**src/rtl/centroid_pkg.sv**
```systemverilog
// Shared types and default widths for the centroid moment accumulator.
package centroid_pkg;

    typedef enum logic [1:0] {
        IDLE  = 2'd0,
        ACCUM = 2'd1,
        FLUSH = 2'd2
    } state_t;

    localparam int DEF_X_W   = 11;
    localparam int DEF_Y_W   = 11;
    localparam int DEF_SUM_W = 32;
    localparam int DEF_CNT_W = 22;

endpackage

```
**src/rtl/sat_accu.sv**
```systemverilog
// Single unsigned accumulator with synchronous clear, sticky carry-out flag
// and selectable saturate/wrap behaviour.
module sat_accu #(
    parameter int W    = 32,
    parameter int IN_W = 11,
    parameter int SAT  = 1
) (
    input  logic            clk,
    input  logic            rst,
    input  logic            ce,
    input  logic            clr,
    input  logic            en,
    input  logic [IN_W-1:0] a,
    output logic [W-1:0]    y,
    output logic            ovf
);

    // Returns {carry, next value}; a clamped accumulator stays clamped
    // because any further non-zero add carries out again.
    function automatic logic [W:0] add_sat(input logic [W-1:0] acc,
                                           input logic [IN_W-1:0] inc);
        logic [W:0] sum;
        sum = {1'b0, acc} + (W+1)'(inc);
        if (sum[W] && (SAT != 0))
            return {1'b1, {W{1'b1}}};
        return sum;
    endfunction

    logic [W:0] nxt;

    always_comb begin
        nxt = add_sat(y, a);
    end

    always_ff @(posedge clk) begin
        if (!rst) begin
            y   <= '0;
            ovf <= 1'b0;
        end else if (ce) begin
            if (clr) begin
                y   <= '0;
                ovf <= 1'b0;
            end else if (en) begin
                y   <= nxt[W-1:0];
                ovf <= ovf | nxt[W];
            end
        end
    end

endmodule

```
**src/rtl/centroid_moments_accu.sv**
```systemverilog
// Per-frame accumulation of object pixel count, sum of x and sum of y,
// published as a registered snapshot two cycles after frame_end.
module centroid_moments_accu
    import centroid_pkg::*;
#(
    parameter int X_W   = DEF_X_W,
    parameter int Y_W   = DEF_Y_W,
    parameter int SUM_W = DEF_SUM_W,
    parameter int CNT_W = DEF_CNT_W,
    parameter int SAT   = 1
) (
    input  logic             clk,
    input  logic             rst,
    input  logic             ce,
    input  logic             frame_start,
    input  logic             frame_end,
    input  logic             de,
    input  logic             mask,
    input  logic [X_W-1:0]   x,
    input  logic [Y_W-1:0]   y,
    output logic [SUM_W-1:0] sum_x,
    output logic [SUM_W-1:0] sum_y,
    output logic [CNT_W-1:0] count,
    output logic             overflow,
    output logic             result_valid
);

    state_t state, state_next;
    logic   window_open;
    logic   clr;

    logic           hit_p1;
    logic [X_W-1:0] x_p1;
    logic [Y_W-1:0] y_p1;
    logic           done_p2;

    logic [SUM_W-1:0] acc_x, acc_y;
    logic [CNT_W-1:0] acc_c;
    logic             ovf_x, ovf_y, ovf_c;

    always_ff @(posedge clk) begin
        if (!rst)
            state <= IDLE;
        else if (ce)
            state <= state_next;
    end

    // A restart clears the accumulators, which also drops whatever stage 1
    // was holding from before the restart.
    always_comb begin
        state_next  = state;
        window_open = (state == ACCUM) | frame_start;
        clr         = done_p2;
        case (state)
            IDLE: begin
                if (frame_start) begin
                    state_next = ACCUM;
                    clr        = 1'b1;
                end
            end
            ACCUM: begin
                if (frame_end)
                    state_next = FLUSH;
                else if (frame_start)
                    clr = 1'b1;
            end
            FLUSH:   state_next = IDLE;
            default: state_next = IDLE;
        endcase
    end

    // Stage 1: qualify and register the incoming pixel
    always_ff @(posedge clk) begin
        if (!rst) begin
            hit_p1 <= 1'b0;
            x_p1   <= '0;
            y_p1   <= '0;
        end else if (ce) begin
            hit_p1 <= de & mask & window_open;
            x_p1   <= x;
            y_p1   <= y;
        end
    end

    // Stage 2: accumulate
    sat_accu #(.W(SUM_W), .IN_W(X_W), .SAT(SAT)) u_acc_x (
        .clk(clk), .rst(rst), .ce(ce), .clr(clr), .en(hit_p1),
        .a(x_p1), .y(acc_x), .ovf(ovf_x)
    );

    sat_accu #(.W(SUM_W), .IN_W(Y_W), .SAT(SAT)) u_acc_y (
        .clk(clk), .rst(rst), .ce(ce), .clr(clr), .en(hit_p1),
        .a(y_p1), .y(acc_y), .ovf(ovf_y)
    );

    sat_accu #(.W(CNT_W), .IN_W(1), .SAT(SAT)) u_acc_c (
        .clk(clk), .rst(rst), .ce(ce), .clr(clr), .en(hit_p1),
        .a(1'b1), .y(acc_c), .ovf(ovf_c)
    );

    // Output snapshot: taken the edge after FLUSH drained stage 1
    always_ff @(posedge clk) begin
        if (!rst) begin
            done_p2      <= 1'b0;
            sum_x        <= '0;
            sum_y        <= '0;
            count        <= '0;
            overflow     <= 1'b0;
            result_valid <= 1'b0;
        end else if (ce) begin
            done_p2      <= (state == FLUSH);
            result_valid <= done_p2;
            if (done_p2) begin
                sum_x    <= acc_x;
                sum_y    <= acc_y;
                count    <= acc_c;
                overflow <= ovf_x | ovf_y | ovf_c;
            end
        end
    end

endmodule

```
**config.mk**
```make
export PLATFORM = sky130hd
export DESIGN_NAME = centroid_moments_accu
export DESIGN_NICKNAME = d
export VERILOG_FILES = /design/src/rtl/centroid_pkg.sv /design/src/rtl/sat_accu.sv /design/src/rtl/centroid_moments_accu.sv
export SDC_FILE = /design/constraint.sdc
export NUM_CORES = 1
export LEC_CHECK = 0
export BUFFER_PORTS_ARGS = -buffer_cell sky130_fd_sc_hd__buf_2
export CORE_MARGIN = 3
export CORE_UTILIZATION = 30
export CTS_CLUSTER_SIZE = 10
export DETAILED_ROUTE_END_ITERATION = 6
export PLACE_DENSITY = 0.47
export SLEW_MARGIN = 20
export SYNTH_ARGS = -nofsm -noshare
export SYNTH_HDL_FRONTEND = slang
export SYNTH_SLANG_ARGS = --single-unit
```
**constraint.sdc**
```tcl
create_clock -name clk -period 3.25 [get_ports clk]
set_clock_uncertainty 0.05 [all_clocks]
set_input_delay 0.65 -clock clk [delete_from_list [all_inputs] [get_ports clk]]
set_output_delay 0.65 -clock clk [all_outputs]
set_load 0.01 [all_outputs]
```
==> impl_metrics.csv, run 1 <==
group,metric,value,unit
worst_setup_path,regToRegEndpoint,"u_acc_x.y[21]",
worst_setup_path,critical_path_required,3.60,ns
cts,clk-insertion-delay-late,0.52,ns
worst_setup_path,critical-path-slowest-cell,"sky130_fd_sc_hd__a211oi_1",
worst_setup_path,setup.worst_path.start_class,"flop",
routing,vias,9133,
synthesis,proportion_of_synthesized_chip_area_in_sequential_cells,0.4124,
place,place_hpwl,20660,µm
floorplanning,dieArea,0.03506,mm²
floorplanning,core-area,0.03196,mm²
sta,maxSlewHeadroom,0.4271,
routing,routed_wire_length_per_instance,17.05,µm
sta,final.period_utilization,0.8783,
worst_setup_path,path_class,"flop to flop",
worst_setup_path,regToRegSetupSlack,0.40,ns
layout,final_nets,1379,
sta,hold_violations,0,
synthesis,synth-main-ff-cell,"sky130_fd_sc_hd__dfxtp_1",
grt,first_pass_grt_wire_length,48910,µm
floorplanning,initial_utilization,0.3083,
sta,final.min_clock_period,2.854,ns
place,buffer_ports.inserted,116,
layout,layout_common_cells,"sky130_fd_sc_hd__nand2_1, sky130_fd_sc_hd__dfxtp_1, sky130_fd_sc_hd__a21oi_1",
floorplanning,die_h,187.2,µm
cts,htree_num_levels,1,
power_and_ir_drop,p_leak,4.538,nW
sta,setup_viol,0,
synthesis,synth.net_count,1283,
cts,clock_tree.root_cell,"sky130_fd_sc_hd__clkbuf_16",
run_status,status,"finished clean",
power_and_ir_drop,power-per-cell-area,455.0,mW/mm²
worst_setup_path,critical_path.most_common_cell,"sky130_fd_sc_hd__nand3_1",
cts,clk_pin_slew,0.06,ns
floorplanning,die_span_x,187.2,µm
sta,worstMarginPinSlew,0.8515,ns
worst_hold_path,hold-path-cell-count,3,
cts,cts_hold_buffers,0,
synthesis,yosys_warnings,0,
layout,drive_gt1_frac,0.1619,
worst_setup_path,reg2reg_from,"u_acc_x.y[4]",
synthesis,postSynthAreaPerCell,8.017,µm²
cts,cts.sinks,203,
worst_setup_path,critPathBufInv,0,
cts,postCtsSetupRepairBufs,0,
routing,routed_wire_length,30180,µm
sta,max_freq,350.3,MHz
grt,track_usage,0.1675,
routing,vias_per_cell,5.160,
synthesis,post-synth-top-area-fraction,0.4124,
worst_setup_path,cp_cell_sequence,"ha_1 > nand3_1 > o211ai_1 > nand3_1 > a211oi_1 > a311o_1 > o21ai_0",
synthesis,postSynthRegisterBits,203,
power_and_ir_drop,finalPower,5.284,mW
worst_setup_path,r2r_cells,7,
worst_hold_path,worstHoldStart,"y[7]",
run,max_cap_violations,0,
grt,grt_pass1_vias,8755,
cts,cts_tree,"built",
grt,antenna_found_initial,2,
routing,drt_iter0_markers,543,
grt,overflow,0,
worst_setup_path,critPathTopFamily,"compound AO/OA/AOI/OAI gates",
routing,detail_route.first_pass.iterations,5,
power_and_ir_drop,max-vdd-ir-drop,0.3222,mV
place,place_congestion,0.8577,
layout,mostFrequentLayoutCell,"sky130_fd_sc_hd__nand2_1",
worst_setup_path,worstPathMaxFanout,11,
worst_hold_path,hp-class,"input pin to flop",
layout,layout.filler_cells,3376,
worst_setup_path,critPathMaxStageDelay,0.68,ns
cts,cts.repair.resized,0,
sta,fin_setup_tns,0,ns
cts,maximum_clock_path_buffer_count,3,
worst_hold_path,hold_ep,"y_p1[7]",
layout,layout_overhead_on_the_synthesized_area,17.88,%
synthesis,synthArstFlopShare,0,
floorplanning,fp-row-count,65,
synthesis,synth-edff-count,0,
floorplanning,io_pins,117,
synthesis,synthesis.area,0.009853,mm²
synthesis,yosysTopAreaCell,"sky130_fd_sc_hd__dfxtp_1",
grt,pin_count_of_the_biggest_net_entering_global_routing,74,
sta,finalMaxSlewViolations,0,
routing,antenna_left,0,
sta,rsz0062_at_grt,"no",
synthesis,netlist_instances,1229,
worst_setup_path,critPathCaptureType,"flop",
worst_setup_path,cp_data_arrival_time,3.21,ns
synthesis,synth.distinct_cells,83,
cts,cts_made_buffers,25,
routing,detail_route.drc_violations,0,
synthesis,synth_top_cells_by_area,"sky130_fd_sc_hd__dfxtp_1, sky130_fd_sc_hd__nand2_1, sky130_fd_sc_hd__a21oi_1, sky130_fd_sc_hd__o21ai_0, sky130_fd_sc_hd__mux2i_1",
==> through the flow <==
stage	utilization	hold slack, ns	cells	area [µm²]	setup slack (ns)
2_1_floorplan	-	0.3721	1229	9853	0.9256
3_3_place_gp	0.3408	0.3859	1733	10890	0.3060
3_5_place_dp	0.3411	0.3903	1733	10900	0.2536
4_1_cts	0.3632	0.3052	1769	11610	0.4129
5_1_grt	0.3634	0.3136	1770	11610	0.2353
6_report	0.3634	0.3232	1770	11610	0.3956
==> worst max-delay path by stage <==
stage	from	endpoint	slack (ns)	cells after the start
3_3_place_gp	ce	u_acc_y.y[10]	0.31	6
2_1_floorplan	u_acc_y.y[0]	u_acc_y.y[28]	0.93	8
4_1_cts	u_acc_x.y[4]	u_acc_x.y[21]	0.41	7
3_5_place_dp	ce	u_acc_y.y[10]	0.25	6
6_report	u_acc_x.y[4]	u_acc_x.y[21]	0.40	7
5_1_grt	u_acc_x.y[4]	u_acc_x.y[21]	0.24	7
==> final cells by class <==
type	count	area, µm²	area share
repair buffers	145	810.8	0.06980
multi-input cells	928	5404	0.4653
well taps	435	544.3	0.04686
clock buffers	34	669.4	0.05763
diodes	1	2.502	0.0002154
inverters	22	85.08	0.007325
flip-flops and latches	203	4064	0.3499
clock inverters	2	35.03	0.003016
==> cells by family after synthesis <==
family	synth area share
XOR/XNOR	0.01244
multiplexers	0.03175
flip-flops	0.4124
AND/OR/NAND/NOR	0.2347
buffers and inverters	0.04229
adder cells (fa/ha/maj)	0.03327
AO/OA/AOI/OAI	0.2331
==> registers in the layout, indices dropped and copies added, names as in the netlist, 2 cells and up <==
| signal | cells |
|---|---|
| x_p1 | 11 |
| y_p1 | 11 |
| u_acc_c.y | 22 |
| state | 2 |
| sum_x | 32 |
| u_acc_y.y | 32 |
| u_acc_x.y | 32 |
| count | 22 |
| sum_y | 32 |
==> cells in the mapped netlist (8+ instances only) <==
master and instances:
sky130_fd_sc_hd__or3_1 8, sky130_fd_sc_hd__and3_1 18, sky130_fd_sc_hd__a31oi_1 15, sky130_fd_sc_hd__nand3_1 39, sky130_fd_sc_hd__dfxtp_1 203, sky130_fd_sc_hd__nand2b_1 9
sky130_fd_sc_hd__a22oi_1 9, sky130_fd_sc_hd__a211o_1 8, sky130_fd_sc_hd__nor3_1 16, sky130_fd_sc_hd__clkbuf_1 55, sky130_fd_sc_hd__nand2_1 264, sky130_fd_sc_hd__nor2_1 64
sky130_fd_sc_hd__o211ai_1 11, sky130_fd_sc_hd__xnor2_1 9, sky130_fd_sc_hd__a21o_1 10, sky130_fd_sc_hd__ha_1 23, sky130_fd_sc_hd__a211oi_1 14, sky130_fd_sc_hd__nand4_1 21
sky130_fd_sc_hd__inv_1 22, sky130_fd_sc_hd__nor4_1 8, sky130_fd_sc_hd__a21oi_1 160, sky130_fd_sc_hd__mux2i_1 29, sky130_fd_sc_hd__buf_2 10, sky130_fd_sc_hd__o21ai_0 68
==> where the power goes <==
part | total [mW] | internal, mW | switching [mW]
clock network | 2.51 | 1.49 | 1.02
registers | 2.53 | 2.51 | 0.0160
logic | 0.252 | 0.0828 | 0.169
==> routing by layer <==
layer,wire [µm],global-route usage
met1,15080,0.2461
met2,13000,0.2580
met3,1513,0.02530
met4,573,0.03926
met5,7,0
==> worst register-to-register path: cells and delay by family, from the launching register on <==
family / cells / cell delay [ns]
and+or+nand+nor: 2 / 0.59
AOI/OAI and AO/OA: 4 / 1.40
adders and majority gates: 1 / 0.37
DFF: 1 / 0.32
Power figures use the tool's default switching activity.
==> run 2: changes to the inputs <==
- ABC_AREA: not set -> 1
- PLACE_DENSITY: 0.47 -> not set
- PLACE_DENSITY_LB_ADDON: not set -> 0.25
==> run 2 against run 1 <==
Clock-buffer cell count grew 1. Design area is 7.1% higher. Global-route usage is 0.45 points higher. Final cell count increased by 23%. Critical path depth increased by 5. Wire length is 9.8% higher. Total power grew 9.1%. Register-to-register slack improved by 0.47 ns. Clock power up 9.6%. Fmax up 20%. Critical endpoint is now u_acc_x.y[27].
==> impl_metrics.csv, run 2 <==
group,metric,value,unit
power_and_ir_drop,power-per-cell-area,463.4,mW/mm²
routing,vias_per_cell,4.779,
cts,maximum_clock_path_buffer_count,3,
synthesis,proportion_of_synthesized_chip_area_in_sequential_cells,0.3810,
sta,fin_worst_hold_slack,0.3032,ns
grt,first_pass_grt_wire_length,54340,µm
run,max_cap_violations,0,
cts,htree_num_levels,1,
layout,sequential_cell_area,0.004064,mm²
sta,final.min_clock_period,2.388,ns
power_and_ir_drop,max-vdd-ir-drop,0.3876,mV
layout,layout_overhead_on_the_synthesized_area,16.60,%
grt,pin_count_of_the_biggest_net_entering_global_routing,117,
sta,rsz0062_at_grt,"no",
floorplanning,io_pins,117,
cts,cts_tree,"built",
worst_setup_path,worstPathMaxFanout,16,
worst_hold_path,hp-class,"input pin to flop",
routing,detail_route.first_pass.iterations,6,
layout,insertedDiodeCount,0,
layout,multi_input_combinational_cell_area,0.005669,mm²
synthesis,yosysTopAreaCell,"sky130_fd_sc_hd__dfxtp_1",
place,place_hpwl,23960,µm
sta,fin_setup_tns,0,ns
place,place_congestion,0.9262,
synthesis,synth-edff-count,0,
worst_setup_path,critPathCaptureType,"flop",
floorplanning,dieArea,0.03785,mm²
synthesis,synth_most_common_cell,"sky130_fd_sc_hd__nand2_1",
layout,final_nets,1759,
floorplanning,initial_utilization,0.3065,
cts,cts_hold_buffers,0,
sta,maxSlewHeadroom,0.6772,
run_status,status,"finished clean",
power_and_ir_drop,p_leak,5.415,nW
cts,postCtsSetupRepairBufs,0,
synthesis,yosys_warnings,0,
grt,antenna_found_initial,0,
synthesis,netlist_top_cells_count,"sky130_fd_sc_hd__nand2_1, sky130_fd_sc_hd__dfxtp_1, sky130_fd_sc_hd__nor2_1",
synthesis,post-synth-top-area-fraction,0.3810,
routing,detail_route.drc_violations,0,
layout,mostFrequentLayoutCell,"sky130_fd_sc_hd__nand2_1",
synthesis,synthArstFlopShare,0,
worst_setup_path,setup.worst_path.start_class,"flop",
routing,antenna_left,0,
grt,track_usage,0.1721,
grt,grt_pass1_vias,9967,
routing,drt_iter0_markers,658,
floorplanning,core-area,0.03480,mm²
routing,routed_wire_length_per_instance,15.25,µm
synthesis,synth.distinct_cells,39,
synthesis,synth_top_cells_by_area,"sky130_fd_sc_hd__dfxtp_1, sky130_fd_sc_hd__nand2_1, sky130_fd_sc_hd__a21oi_1, sky130_fd_sc_hd__o21ai_0, sky130_fd_sc_hd__nor2_1",
floorplanning,fp-row-count,68,
sta,finalMaxSlewViolations,0,
synthesis,synth-main-ff-cell,"sky130_fd_sc_hd__dfxtp_1",
sta,hold_violations,0,
sta,worstMarginPinSlew,0.4831,ns
grt,overflow,0,
synthesis,postSynthRegisterBits,203,
cts,cts.sinks,203,
routing,vias,10380,
cts,cts_made_buffers,26,
power_and_ir_drop,finalPower,5.764,mW
floorplanning,die_h,194.6,µm
worst_setup_path,critical_path_required,3.60,ns
place,placed_inst_area,0.01164,mm²
worst_setup_path,path_class,"flop to flop",
sta,final.period_utilization,0.7347,
synthesis,postSynthAreaPerCell,6.588,µm²
layout,final_cell_area,0.01244,mm²
cts,clock_tree.root_cell,"sky130_fd_sc_hd__clkbuf_16",
synthesis,netlist_instances,1619,
sta,setup_viol,0,
layout,drive_gt1_frac,0.1241,
cts,clk_pin_slew,0.06,ns
cts,clk-insertion-delay-late,0.53,ns
layout,layout_common_cells,"sky130_fd_sc_hd__nand2_1, sky130_fd_sc_hd__dfxtp_1, sky130_fd_sc_hd__nor2_1",
sta,max_freq,418.8,MHz
routing,routed_wire_length,33130,µm
worst_setup_path,cp_data_arrival_time,2.74,ns
floorplanning,die_span_x,194.6,µm
synthesis,synth.net_count,1673,
place,buffer_ports.inserted,116,
layout,layout.filler_cells,3759,
synthesis,synthesis.area,0.01067,mm²
cts,cts.repair.resized,0,
run 2: cell types whose count changed in the layout (fill, tap and decap cells not counted), sizes merged, moves of 29 or more:
cell	change
inv	+137
mux2i	-29
nand2	+190
nand3	+65
nor2	+134
o21ai	+81
run 2: power by group:
part | leakage (nW) | switching, mW | total [mW] | internal (mW)
sequential | 1.65 | 0.0415 | 2.60 | 2.56
combinational | 3.37 | 0.275 | 0.415 | 0.140
clock | 0.394 | 1.05 | 2.75 | 1.69
total | 5.42 | 1.37 | 5.76 | 4.39
run 2: path summary, 6_finish.rpt:
path | slack (ns) | startpoint | end | cells past startpoint
setup / recovery | 0.86 | u_acc_x.y[0] | u_acc_x.y[27] | 12
hold / removal | 0.30 | y[2] | y_p1[2] | 3
setup reg to reg | 0.86 | u_acc_x.y[0] | u_acc_x.y[27] | 12
hold reg to reg | 0.41 | result_valid | result_valid | 2
run 2: critical path, stage by stage (launching register included):
cell                      delay [ns]
sky130_fd_sc_hd__dfxtp_1        0.32
sky130_fd_sc_hd__ha_1           0.24
sky130_fd_sc_hd__fa_1           0.45
sky130_fd_sc_hd__nand3_1        0.12
sky130_fd_sc_hd__nand3_1        0.14
sky130_fd_sc_hd__nand2_1        0.09
sky130_fd_sc_hd__nand3_1        0.10
sky130_fd_sc_hd__nand2_1        0.10
sky130_fd_sc_hd__nand2_1        0.08
sky130_fd_sc_hd__nand2_2        0.32
sky130_fd_sc_hd__nand3_1        0.13
sky130_fd_sc_hd__nand2_1        0.07
sky130_fd_sc_hd__a21oi_1        0.05
run 2: final cells by class:
cell class / count / area share
inverter: 160 / 0.04849
clock buffer: 35 / 0.05835
clock inverter: 5 / 0.006036
sequential: 203 / 0.3268
multi-input combinational: 1188 / 0.4558
timing repair buffer: 126 / 0.05875
tap: 455 / 0.04577
run 2: cells by family (layout without fill, tap and decap cells):
logic type | count (synthesis) | after routing | share of synthesized area
AND/OR/NAND/NOR | 817 | 817 | 0.3249
AO/OA/AOI/OAI | 320 | 320 | 0.1545
buffers and inverters | 228 | 326 | 0.08751
flip-flops | 203 | 203 | 0.3810
XOR/XNOR | 26 | 26 | 0.02135
adder cells (fa/ha/maj) | 25 | 25 | 0.03073
run 2: metal layers:
metal / wire length, µm / up-vias / track usage
met5: 0 / - / 0
met2: 15120 / 204 / 0.2846
met3: 1308 / 56 / 0.02115
met1: 15770 / 4713 / 0.2371
met4: 926 / 0 / 0.04787
li1: - / 5406 / -
run 2: per-stage QoR:
stage                     worst slack (ns)    util  std cells
final                               0.8622  0.3574       2172
after global routing                0.6765  0.3574       2172
after CTS                           0.8821  0.3574       2172
after detailed placement            0.6667  0.3344       2132
after global placement              0.7753  0.3344       2132
after floorplan                      1.204       -       1619
